==> src/rtl/riscv_decode_stage.sv <==
// riscv_decode_stage: registered IF/ID -> ID/EX decode for the RV32I mini core.
// Decodes one instruction per cycle into control-word fields, register indices and a
// sign-extended immediate, held behind a valid/ready handshake. A dependent instruction
// that follows a load gets one bubble, flush discards the held and incoming word, and
// load-use bubbles are counted in a saturating counter.
module riscv_decode_stage #(
    parameter int XLEN     = 32,
    parameter bit ENABLE_M = 1'b0,
    parameter int CNT_W    = 16
) (
    input  logic             clk,
    input  logic             rst,
    input  logic             in_valid,
    output logic             in_ready,
    input  logic [31:0]      in_instr,
    input  logic [XLEN-1:0]  in_pc,
    input  logic             flush,
    output logic             out_valid,
    input  logic             out_ready,
    output logic [XLEN-1:0]  out_pc,
    output logic [XLEN-1:0]  out_imm,
    output logic [4:0]       out_rs1,
    output logic [4:0]       out_rs2,
    output logic [4:0]       out_rd,
    output logic             selimregb,
    output logic             selwsource,
    output logic             writereg,
    output logic             readmem,
    output logic             writemem,
    output logic             out_illegal,
    output logic [2:0]       aluop,
    output logic [1:0]       selpctype,
    output logic [2:0]       compop,
    output logic [CNT_W-1:0] stall_count
);

    localparam logic [6:0] OPC_OP_IMM = 7'b0010011;
    localparam logic [6:0] OPC_OP     = 7'b0110011;
    localparam logic [6:0] OPC_LOAD   = 7'b0000011;
    localparam logic [6:0] OPC_STORE  = 7'b0100011;
    localparam logic [6:0] OPC_BRANCH = 7'b1100011;
    localparam logic [6:0] OPC_JAL    = 7'b1101111;

    localparam logic [2:0] ALU_AND = 3'b000;
    localparam logic [2:0] ALU_OR  = 3'b001;
    localparam logic [2:0] ALU_ADD = 3'b010;
    localparam logic [2:0] ALU_XOR = 3'b011;
    localparam logic [2:0] ALU_MUL = 3'b100;
    localparam logic [2:0] ALU_SUB = 3'b110;

    localparam logic [1:0] PC_BRANCH = 2'b01;
    localparam logic [1:0] PC_JUMP   = 2'b10;

    logic [6:0] opcode;
    logic [2:0] funct3;
    logic [6:0] funct7;
    logic [4:0] rs1;
    logic [4:0] rs2;
    logic [4:0] rd;

    assign opcode = in_instr[6:0];
    assign rd     = in_instr[11:7];
    assign funct3 = in_instr[14:12];
    assign rs1    = in_instr[19:15];
    assign rs2    = in_instr[24:20];
    assign funct7 = in_instr[31:25];

    logic [XLEN-1:0] imm_i;
    logic [XLEN-1:0] imm_s;
    logic [XLEN-1:0] imm_b;
    logic [XLEN-1:0] imm_j;

    assign imm_i = {{(XLEN-12){in_instr[31]}}, in_instr[31:20]};
    assign imm_s = {{(XLEN-12){in_instr[31]}}, in_instr[31:25], in_instr[11:7]};
    assign imm_b = {{(XLEN-13){in_instr[31]}}, in_instr[31], in_instr[7],
                    in_instr[30:25], in_instr[11:8], 1'b0};
    assign imm_j = {{(XLEN-21){in_instr[31]}}, in_instr[31], in_instr[19:12],
                    in_instr[20], in_instr[30:21], 1'b0};

    logic            d_selimregb;
    logic            d_selwsource;
    logic            d_writereg;
    logic            d_readmem;
    logic            d_writemem;
    logic            d_illegal;
    logic [2:0]      d_aluop;
    logic [1:0]      d_selpctype;
    logic [2:0]      d_compop;
    logic [XLEN-1:0] d_imm;

    // Combinational decode; anything not matched stays illegal with every enable and the immediate cleared.
    always_comb begin
        d_selimregb  = 1'b0;
        d_selwsource = 1'b0;
        d_writereg   = 1'b0;
        d_readmem    = 1'b0;
        d_writemem   = 1'b0;
        d_illegal    = 1'b1;
        d_aluop      = 3'b000;
        d_selpctype  = 2'b00;
        d_compop     = 3'b000;
        d_imm        = '0;
        case (opcode)
            OPC_OP_IMM: begin
                if (funct3 == 3'b000 || funct3 == 3'b111 || funct3 == 3'b110 || funct3 == 3'b100) begin
                    d_illegal   = 1'b0;
                    d_selimregb = 1'b1;
                    d_writereg  = 1'b1;
                    d_imm       = imm_i;
                    case (funct3)
                        3'b111:  d_aluop = ALU_AND;
                        3'b110:  d_aluop = ALU_OR;
                        3'b100:  d_aluop = ALU_XOR;
                        default: d_aluop = ALU_ADD;
                    endcase
                end
            end
            OPC_OP: begin
                if (funct7 == 7'b0000000 &&
                    (funct3 == 3'b000 || funct3 == 3'b111 || funct3 == 3'b110 || funct3 == 3'b100)) begin
                    d_illegal  = 1'b0;
                    d_writereg = 1'b1;
                    case (funct3)
                        3'b111:  d_aluop = ALU_AND;
                        3'b110:  d_aluop = ALU_OR;
                        3'b100:  d_aluop = ALU_XOR;
                        default: d_aluop = ALU_ADD;
                    endcase
                end else if (funct7 == 7'b0100000 && funct3 == 3'b000) begin
                    d_illegal  = 1'b0;
                    d_writereg = 1'b1;
                    d_aluop    = ALU_SUB;
                end else if (ENABLE_M && funct7 == 7'b0000001 && funct3 == 3'b000) begin
                    d_illegal  = 1'b0;
                    d_writereg = 1'b1;
                    d_aluop    = ALU_MUL;
                end
            end
            OPC_LOAD: begin
                if (funct3 == 3'b010) begin
                    d_illegal    = 1'b0;
                    d_selimregb  = 1'b1;
                    d_readmem    = 1'b1;
                    d_selwsource = 1'b1;
                    d_writereg   = 1'b1;
                    d_aluop      = ALU_ADD;
                    d_imm        = imm_i;
                end
            end
            OPC_STORE: begin
                if (funct3 == 3'b010) begin
                    d_illegal   = 1'b0;
                    d_selimregb = 1'b1;
                    d_writemem  = 1'b1;
                    d_aluop     = ALU_ADD;
                    d_imm       = imm_s;
                end
            end
            OPC_BRANCH: begin
                if (funct3 == 3'b000 || funct3 == 3'b001) begin
                    d_illegal   = 1'b0;
                    d_selpctype = PC_BRANCH;
                    d_compop    = funct3;
                    d_aluop     = ALU_SUB;
                    d_imm       = imm_b;
                end
            end
            OPC_JAL: begin
                d_illegal   = 1'b0;
                d_selpctype = PC_JUMP;
                d_writereg  = 1'b1;
                d_imm       = imm_j;
            end
            default: begin
                d_illegal = 1'b1;
            end
        endcase
        if (rd == 5'd0) begin
            d_writereg = 1'b0;
        end
    end

    logic uses_rs1;
    logic uses_rs2;
    logic hazard;
    logic accept;

    assign uses_rs1 = (opcode != OPC_JAL);
    assign uses_rs2 = (opcode == OPC_OP) || (opcode == OPC_STORE) || (opcode == OPC_BRANCH);

    // Only a held load can create a load-use hazard; readmem is set for legal LW alone.
    assign hazard = out_valid && readmem && (out_rd != 5'd0) && in_valid &&
                    ((uses_rs1 && rs1 == out_rd) || (uses_rs2 && rs2 == out_rd));

    assign in_ready = !flush && !hazard && (!out_valid || out_ready);
    assign accept   = in_valid && in_ready;

    // Output register: flush beats accept, accept beats drain, otherwise hold under back-pressure.
    always_ff @(posedge clk) begin
        if (rst) begin
            out_valid   <= 1'b0;
            out_pc      <= '0;
            out_imm     <= '0;
            out_rs1     <= '0;
            out_rs2     <= '0;
            out_rd      <= '0;
            selimregb   <= 1'b0;
            selwsource  <= 1'b0;
            writereg    <= 1'b0;
            readmem     <= 1'b0;
            writemem    <= 1'b0;
            out_illegal <= 1'b0;
            aluop       <= '0;
            selpctype   <= '0;
            compop      <= '0;
            stall_count <= '0;
        end else if (flush) begin
            out_valid <= 1'b0;
        end else if (accept) begin
            out_valid   <= 1'b1;
            out_pc      <= in_pc;
            out_imm     <= d_imm;
            out_rs1     <= rs1;
            out_rs2     <= rs2;
            out_rd      <= rd;
            selimregb   <= d_selimregb;
            selwsource  <= d_selwsource;
            writereg    <= d_writereg;
            readmem     <= d_readmem;
            writemem    <= d_writemem;
            out_illegal <= d_illegal;
            aluop       <= d_aluop;
            selpctype   <= d_selpctype;
            compop      <= d_compop;
        end else if (out_ready) begin
            out_valid <= 1'b0;
            if (hazard && stall_count != {CNT_W{1'b1}}) begin
                stall_count <= stall_count + {{(CNT_W-1){1'b0}}, 1'b1};
            end
        end
    end

endmodule
==> config.mk <==
export PLATFORM = sky130hd
export DESIGN_NAME = riscv_decode_stage
export DESIGN_NICKNAME = d
export VERILOG_FILES = /design/src/rtl/riscv_decode_stage.sv
export SDC_FILE = /design/constraint.sdc
export NUM_CORES = 1
export LEC_CHECK = 0
export CORE_MARGIN = 2
export CORE_UTILIZATION = 41
export CTS_BUF_LIST = sky130_fd_sc_hd__clkbuf_8
export DETAILED_ROUTE_END_ITERATION = 10
export PLACE_DENSITY = 0.79
export SLEW_MARGIN = 20
export SYNTH_ARGS = -nofsm -noshare
export SYNTH_HDL_FRONTEND = slang
export SYNTH_SLANG_ARGS = --single-unit
==> constraint.sdc <==
create_clock -name clk -period 2.42 [get_ports clk]
set_clock_uncertainty 0.2 [all_clocks]
set_input_delay 0.363 -clock clk [delete_from_list [all_inputs] [get_ports clk]]
set_output_delay 0.363 -clock clk [all_outputs]
set_load 0.005 [all_outputs]
==> results of run 1 <==
==> cell families (layout without fill, tap and decap cells) <==
logic type | after synthesis | in the layout | synth area share
AND/OR/NAND/NOR | 182 | 182 | 0.214
adder cells (fa/ha/maj) | 1 | 1 | 0.00273
buffers and inverters | 72 | 303 | 0.0736
flip-flops | 98 | 98 | 0.428
AO/OA/AOI/OAI | 207 | 210 | 0.261
XOR/XNOR | 10 | 10 | 0.0191
multiplexers | 1 | 1 | 0.00218
==> cells in the mapped netlist (all sizes together) (10+ instances only) <==
| library cell | number | area [sq um] |
|---|---|---|
| nor3 | 10 | 50.1 |
| or4 | 11 | 86.3 |
| o31ai | 13 | 97.6 |
| nand3 | 61 | 305 |
| dfxtp | 98 | 1960 |
| buf | 25 | 160 |
| nand2 | 29 | 109 |
| clkbuf | 41 | 155 |
| a21oi | 85 | 429 |
| nor2 | 14 | 52.6 |
| nand4 | 16 | 100 |
| o21ai | 70 | 350 |
==> where the power goes <==
| part | switching [W] | leakage (nW) | internal (W) |
|---|---|---|---|
| registers | 0.0000325 | 0.799 | 0.00166 |
| clock network | 0.000609 | 0.103 | 0.000509 |
| logic | 0.000276 | 1.95 | 0.000326 |
==> final timing paths <==
path	start	slack, ns	depth (start not counted)	endpoint
worst max register to register	out_rd[2]	-0.1	10	stall_count[14]
worst max-delay path	out_rd[2]	-0.1	9	in_ready
worst min register to register	out_imm[8]	0.26	2	out_imm[8]
worst min-delay path	rst	0.22	2	out_pc[11]
==> registers in the layout, indices dropped and copies added (netlist names), 2 cells and up <==
signal / cells
out_pc: 32
aluop: 3
compop: 3
out_rd: 5
out_imm: 21
stall_count: 16
out_rs2: 5
out_rs1: 5
selpctype: 2
==> worst register-to-register path, stage by stage, from the launching register on <==
cell and delay, ns:
sky130_fd_sc_hd__dfxtp_2 0.34, sky130_fd_sc_hd__buf_6 0.12, sky130_fd_sc_hd__buf_6 0.11, sky130_fd_sc_hd__xor2_1 0.15, sky130_fd_sc_hd__nor2_1 0.20, sky130_fd_sc_hd__nand4_1 0.13
sky130_fd_sc_hd__buf_6 0.16, sky130_fd_sc_hd__buf_6 0.12, sky130_fd_sc_hd__a21o_4 0.27, sky130_fd_sc_hd__or4_4 0.53, sky130_fd_sc_hd__a21oi_2 0.13
==> per-stage QoR <==
stage                     instances  utilization
after floorplan                 571            -
after global placement          898        0.629
after detailed placement        898        0.629
after CTS                       926        0.670
after global routing            945        0.727
final                           945        0.727
==> area by class of cell <==
cell class	instances	area, sq um
Sequential cell	98	1970
Timing Repair Buffer	281	2820
Tap cell	140	175
Fill cell	822	2970
Multi-Input combinational cell	404	2730
Clock buffer	10	138
Inverter	6	22.5
Clock inverter	6	65.1
==> per-layer routing <==
metal	routed length (microns)	global-route usage	share of wire
met1	7590	0.342	0.39
met2	9520	0.474	0.50
met3	1610	0.0575	0.084
met4	503	0.0995	0.026
met5	0	0	0
==> timing repair <==
item / CTS / global route
endpoints found under the setup margin: 96 / 82
resized for setup: 42 / 88
pin swaps: 22 / 29
gates cloned: 4 / 8
buffers inserted: 9 / 11
==> impl_metrics.xml, run 1 <==
<?xml version="1.0" encoding="UTF-8"?>
<metrics>
  <group name="cells_and_area">
    <metric name="design.final.nets" unit="">870</metric>
    <metric name="leading_cell_type_in_the_layout_fill_and_taps_excluded" unit="">sky130_fd_sc_hd__clkdlybuf4s50_1</metric>
    <metric name="finalInstanceArea" unit="sq um">7920</metric>
    <metric name="antenna-diode-count" unit="">0</metric>
    <metric name="final_layout_size_suffix_gt1_frac" unit="">0.253</metric>
    <metric name="flow.area_growth_from_synthesis" unit="%">72.6</metric>
    <metric name="final_cell_mix" unit="">sky130_fd_sc_hd__clkdlybuf4s50_1 (164), sky130_fd_sc_hd__dfxtp_1 (94), sky130_fd_sc_hd__buf_4 (71), sky130_fd_sc_hd__o21ai_0 (66), sky130_fd_sc_hd__a21oi_1 (59)</metric>
  </group>
  <group name="detailed_routing">
    <metric name="number_of_vias_in_the_routed_layout" unit="">5718</metric>
    <metric name="detail_route.drc_violations" unit="">0</metric>
    <metric name="avgRoutedWirePerCell" unit="microns">20.3</metric>
    <metric name="dr.pass1.iters" unit="">5</metric>
    <metric name="route.detailed.vias_per_inst" unit="">6.05</metric>
    <metric name="antenna_violating_nets_post_route" unit="">0</metric>
    <metric name="first_iter_violations" unit="">555</metric>
    <metric name="totalWireLength" unit="microns">19200</metric>
  </group>
  <group name="worst_setup_path">
    <metric name="critical_path.max_stage_delay" unit="ns">0.34</metric>
    <metric name="cpLargestDelayFamily" unit="">buffers and inverters</metric>
    <metric name="critPathArrivalTime" unit="ns">1.96</metric>
    <metric name="timing.critical_path.buf_inv" unit="">4</metric>
    <metric name="path_cells" unit="">buf_6 &gt; buf_6 &gt; xor2_1 &gt; nor2_1 &gt; nand4_1 &gt; buf_6 &gt; a21oi_4 &gt; nor3_2 &gt; buf_2</metric>
    <metric name="endpoint_kind" unit="">primary output</metric>
    <metric name="cpMaxStageDelayCell" unit="">sky130_fd_sc_hd__dfxtp_2</metric>
    <metric name="required" unit="ns">1.86</metric>
    <metric name="crit_type" unit="">reg2out</metric>
    <metric name="crit_path_launch_type" unit="">flip-flop</metric>
    <metric name="critPathMostFrequentCell" unit="">sky130_fd_sc_hd__buf_6</metric>
    <metric name="critPathMaxFanout" unit="">4</metric>
  </group>
  <group name="power">
    <metric name="totalPowerFinal" unit="W">0.00342</metric>
    <metric name="ir_drop" unit="V">0.000317</metric>
    <metric name="power.static_leakage" unit="nW">2.85</metric>
    <metric name="power_per_cell_area" unit="nW/um^2">431</metric>
  </group>
  <group name="sta">
    <metric name="tightest_slew" unit="ns">0.663</metric>
    <metric name="fin_setup_tns" unit="ns">-1.24</metric>
    <metric name="final.setup.worst_slack" unit="ns">-0.0980</metric>
    <metric name="max_clock_freq" unit="GHz">0.397</metric>
    <metric name="grt_setup_unrepaired" unit="">yes</metric>
    <metric name="report.final.setup_viol" unit="">34</metric>
    <metric name="slew_headroom" unit="">0.554</metric>
    <metric name="slew_viol_final" unit="">0</metric>
    <metric name="hold_ws" unit="ns">0.219</metric>
    <metric name="finalHoldViolations" unit="">0</metric>
    <metric name="min_period" unit="ns">2.52</metric>
    <metric name="finalCritPeriodShare" unit="">1.04</metric>
  </group>
  <group name="grt">
    <metric name="via_count_of_the_first_global_routing_pass" unit="">5172</metric>
    <metric name="grt_util_all_layers" unit="">0.276</metric>
    <metric name="grt.overflow.total" unit="">0</metric>
    <metric name="grt_pass1_wl" unit="microns">26000</metric>
    <metric name="initial_antenna_violation_count" unit="">0</metric>
    <metric name="grt_max_degree" unit="">49</metric>
  </group>
  <group name="synth">
    <metric name="netlist-cell-type-count" unit="">50</metric>
    <metric name="post_synthesis_sequential_area_ratio" unit="">0.428</metric>
    <metric name="post_synth_instance_area" unit="sq um">4590</metric>
    <metric name="number_of_enable_type_register_cells_in_the_synthesized_netlist" unit="">0</metric>
    <metric name="number_of_synthesized_register_bits" unit="">98</metric>
    <metric name="post_synth_inst_count" unit="">571</metric>
    <metric name="yosysWarningCount" unit="">0</metric>
    <metric name="mean_instance_size_in_the_synthesized_netlist" unit="sq um">8.03</metric>
    <metric name="synth-async-reset-ratio" unit="">0</metric>
    <metric name="ys.flop_type" unit="">sky130_fd_sc_hd__dfxtp_1</metric>
    <metric name="mappedNetlistNets" unit="">641</metric>
  </group>
  <group name="clock_tree">
    <metric name="cts_max_path_buffers" unit="">2</metric>
    <metric name="insertion_delay" unit="ns">0.37</metric>
    <metric name="cts-buffers-inserted" unit="">9</metric>
    <metric name="hold_buf_cts" unit="">0</metric>
    <metric name="cts.reportedPaths.clkPinSlew" unit="ns">0.10</metric>
    <metric name="ctsRootBufferMaster" unit="">sky130_fd_sc_hd__clkbuf_8</metric>
    <metric name="h-tree-depth" unit="">3</metric>
    <metric name="numClockSinks" unit="">98</metric>
    <metric name="tritoncts_clock_tree" unit="">built</metric>
  </group>
  <group name="placement">
    <metric name="dp_worst_setup_slack" unit="ns">-0.570</metric>
    <metric name="place_hpwl" unit="microns">11900</metric>
    <metric name="placed_cell_area" unit="sq um">6850</metric>
    <metric name="port_buffers" unit="">179</metric>
    <metric name="gp_congestion" unit="">0.922</metric>
  </group>
  <group name="flow_run">
    <metric name="cap_viol_max_count" unit="">0</metric>
  </group>
  <group name="floorplan">
    <metric name="core-area" unit="sq um">10900</metric>
    <metric name="io_pins" unit="">180</metric>
    <metric name="die_h" unit="microns">110</metric>
    <metric name="floorplan.die_area" unit="sq um">12000</metric>
    <metric name="site_rows" unit="">38</metric>
    <metric name="start_util" unit="">0.421</metric>
    <metric name="die-width" unit="microns">110</metric>
  </group>
  <group name="status">
    <metric name="violations" unit="">setup timing</metric>
    <metric name="run_status" unit="">finished with violations</metric>
  </group>
  <group name="hold_path">
    <metric name="timing.hold.worst.class" unit="">in2reg</metric>
  </group>
</metrics>
Note: power is estimated with default switching activity, not from simulation.
==> run 2, diff against run 1 <==
- CORE_MARGIN: 2 -> not set
==> run 2 against run 1 <==
- the flow still finishes with violations (setup timing)
- sequential share of layout area rose by 1.1 points
- worst hold slack worse by 0.18 ns
- fmax rose by 0.64%
- first-iteration DRC count decreased by 13%
- wire length down 9.3%
- count of clock-buffer cells in the layout fell by 1
- register-to-register slack better by 0.03 ns
- global-route usage grew 0.95 points
- largest cell class is now multi-input combinational cells
==> impl_metrics.xml, run 2 (synthesis results as in run 1) <==
<?xml version="1.0" encoding="UTF-8"?>
<metrics>
  <group name="status">
    <metric name="run_status" unit="">finished with violations</metric>
    <metric name="violations" unit="">setup timing</metric>
  </group>
  <group name="detailed_routing">
    <metric name="antenna_violating_nets_post_route" unit="">0</metric>
    <metric name="totalWireLength" unit="microns">17400</metric>
    <metric name="number_of_vias_in_the_routed_layout" unit="">5472</metric>
    <metric name="detail_route.drc_violations" unit="">0</metric>
    <metric name="dr.pass1.iters" unit="">5</metric>
    <metric name="avgRoutedWirePerCell" unit="microns">18.8</metric>
    <metric name="first_iter_violations" unit="">482</metric>
    <metric name="route.detailed.vias_per_inst" unit="">5.89</metric>
  </group>
  <group name="cells_and_area">
    <metric name="registers.top_by_ff_count" unit="">out_pc</metric>
    <metric name="flow.area_growth_from_synthesis" unit="%">65.1</metric>
    <metric name="seq_area" unit="sq um">1970</metric>
    <metric name="final_layout_size_suffix_gt1_frac" unit="">0.217</metric>
    <metric name="antenna-diode-count" unit="">0</metric>
    <metric name="finalCoreUtilization" unit="">0.695</metric>
    <metric name="leading_cell_type_in_the_layout_fill_and_taps_excluded" unit="">sky130_fd_sc_hd__clkdlybuf4s50_1</metric>
    <metric name="largest_reg_flops" unit="">32</metric>
    <metric name="design.final.nets" unit="">854</metric>
    <metric name="multiInputGateArea" unit="sq um">2610</metric>
    <metric name="nFillCells" unit="">875</metric>
    <metric name="final_cell_mix" unit="">sky130_fd_sc_hd__clkdlybuf4s50_1 (165), sky130_fd_sc_hd__dfxtp_1 (95), sky130_fd_sc_hd__a21oi_1 (73), sky130_fd_sc_hd__buf_4 (66), sky130_fd_sc_hd__nand3_1 (61)</metric>
    <metric name="final-instance-count-excl-fill" unit="">929</metric>
    <metric name="biggestRegsByFlops" unit="">out_pc x32, out_imm x21, stall_count x16</metric>
  </group>
  <group name="worst_setup_path">
    <metric name="worstReg2RegEnd" unit="">aluop[0]</metric>
    <metric name="crit_type" unit="">reg2out</metric>
    <metric name="critPathMaxFanout" unit="">3</metric>
    <metric name="critPathArrivalTime" unit="ns">1.94</metric>
    <metric name="reg2regPathDepth" unit="">10</metric>
    <metric name="crit_path_launch_type" unit="">flip-flop</metric>
    <metric name="r2r_slack" unit="ns">-0.07</metric>
    <metric name="endpoint_kind" unit="">primary output</metric>
    <metric name="required" unit="ns">1.86</metric>
    <metric name="rr_startpoint" unit="">out_rd[1]</metric>
  </group>
  <group name="sta">
    <metric name="finalCritPeriodShare" unit="">1.03</metric>
    <metric name="final.setup.worst_slack" unit="ns">-0.0821</metric>
    <metric name="tightest_slew" unit="ns">0.560</metric>
    <metric name="slew_viol_final" unit="">0</metric>
    <metric name="finalHoldViolations" unit="">0</metric>
    <metric name="grt_setup_unrepaired" unit="">yes</metric>
    <metric name="hold_ws" unit="ns">0.0426</metric>
    <metric name="min_period" unit="ns">2.50</metric>
    <metric name="slew_headroom" unit="">0.627</metric>
    <metric name="max_clock_freq" unit="GHz">0.400</metric>
    <metric name="report.final.setup_viol" unit="">32</metric>
  </group>
  <group name="grt">
    <metric name="grt_pass1_wl" unit="microns">26000</metric>
    <metric name="grt_max_degree" unit="">53</metric>
    <metric name="via_count_of_the_first_global_routing_pass" unit="">5159</metric>
    <metric name="grt_util_all_layers" unit="">0.286</metric>
    <metric name="grt.overflow.total" unit="">0</metric>
    <metric name="initial_antenna_violation_count" unit="">0</metric>
  </group>
  <group name="placement">
    <metric name="gp_congestion" unit="">0.921</metric>
    <metric name="port_buffers" unit="">179</metric>
    <metric name="post-place-cells" unit="">898</metric>
    <metric name="place_hpwl" unit="microns">11800</metric>
    <metric name="dp_worst_setup_slack" unit="ns">-0.588</metric>
  </group>
  <group name="floorplan">
    <metric name="die_h" unit="microns">108</metric>
    <metric name="site_rows" unit="">38</metric>
    <metric name="start_util" unit="">0.421</metric>
    <metric name="die-width" unit="microns">108</metric>
    <metric name="floorplan.die_area" unit="sq um">11600</metric>
    <metric name="core-area" unit="sq um">10900</metric>
    <metric name="io_pins" unit="">180</metric>
  </group>
  <group name="flow_run">
    <metric name="cap_viol_max_count" unit="">0</metric>
  </group>
  <group name="clock_tree">
    <metric name="insertion_delay" unit="ns">0.37</metric>
    <metric name="cts-buffers-inserted" unit="">9</metric>
    <metric name="hold_buf_cts" unit="">0</metric>
    <metric name="h-tree-depth" unit="">3</metric>
    <metric name="ctsRootBufferMaster" unit="">sky130_fd_sc_hd__clkbuf_8</metric>
    <metric name="cts_max_path_buffers" unit="">2</metric>
    <metric name="tritoncts_clock_tree" unit="">built</metric>
    <metric name="numClockSinks" unit="">98</metric>
    <metric name="cts.reportedPaths.clkPinSlew" unit="ns">0.10</metric>
  </group>
  <group name="power">
    <metric name="ir_drop" unit="V">0.000357</metric>
    <metric name="power.static_leakage" unit="nW">2.63</metric>
    <metric name="totalPowerFinal" unit="W">0.00335</metric>
    <metric name="power_per_cell_area" unit="nW/um^2">443</metric>
  </group>
  <group name="hold_path">
    <metric name="hold_end" unit="">selpctype[0]</metric>
    <metric name="worst_hold_start" unit="">rst</metric>
    <metric name="timing.hold.worst.class" unit="">in2reg</metric>
    <metric name="holdPathStages" unit="">2</metric>
  </group>
</metrics>
[run 2: changes by cell type in the layout (fill, tap and decap cells not counted), sizes merged]
| cell | delta |
|---|---|
| a21o | -1 |
| buf | -12 |
| bufbuf | -2 |
| clkbuf | -2 |
| clkdlybuf4s50 | +1 |
| clkinv | -2 |
| clkinvlp | +1 |
| dlygate4sd2 | +2 |
| dlymetal6s2s | -3 |
| inv | +2 |
[run 2: worst max path at each step]
stage / start / endpoint / slack [ns] / depth (start not counted)
floorplan: in_instr[6] / stall_count[5] / -0.007 / 8
CTS: out_rd[1] / in_ready / -0.07 / 6
detailed placement: in_instr[18] / out_pc[3] / -0.59 / 9
global route: out_rd[4] / in_ready / -0.13 / 7
finish: out_rd[1] / in_ready / -0.08 / 6
global placement: in_instr[18] / out_rs1[0] / -0.47 / 9
[run 2: stage by stage]
stage | TNS, ns | instance area [sq um]
3_5_place_dp | -47.76 | 6850
6_report | -1.15 | 7570
5_1_grt | -4.04 | 7570
2_1_floorplan | -0.00737 | 4590
3_3_place_gp | -40.41 | 6850
4_1_cts | -0.218 | 7180
[run 2: final cells by class]
cell class	instances	share of cell area
timing repair buffer	266	0.343
multi-input combinational	403	0.345
clock inverter	7	0.00925
sequential	98	0.260
clock buffer	9	0.0164
tap	140	0.0231
inverter	6	0.00297
[run 2: worst max-delay path, cell delays in order, from the launching register on]
cell	delay (ns)
sky130_fd_sc_hd__dfxtp_2	0.34
sky130_fd_sc_hd__or4_4	0.55
sky130_fd_sc_hd__o2111ai_2	0.19
sky130_fd_sc_hd__buf_6	0.15
sky130_fd_sc_hd__a21oi_4	0.04
sky130_fd_sc_hd__nor3_2	0.16
sky130_fd_sc_hd__buf_2	0.15
[run 2: routing by layer]
metal	vias up	global-route usage	share of wire
met4	0	0.106	0.018
met2	297	0.464	0.48
met5	-	0	0
li1	2544	-	-
met3	32	0.0823	0.099
met1	2599	0.358	0.40
[run 2: power breakdown]
group | total [W] | switching [W] | internal, W
Clock | 0.00107 | 0.000591 | 0.000477
Combinational | 0.000593 | 0.000269 | 0.000323
Sequential | 0.00169 | 0.0000305 | 0.00166
[run 2: what timing repair did]
item	4_1_cts	5_1_grt
gates cloned	2	3
pin swaps	18	47
buffers inserted	5	5
gates resized for setup	41	103
setup endpoints to repair	96	99
==> run 3, diff against run 2 <==
- SLEW_MARGIN: 20 -> not set
==> results of run 3 <==
Same layout as run 2: the final DEF is identical, and so are final timing and power.
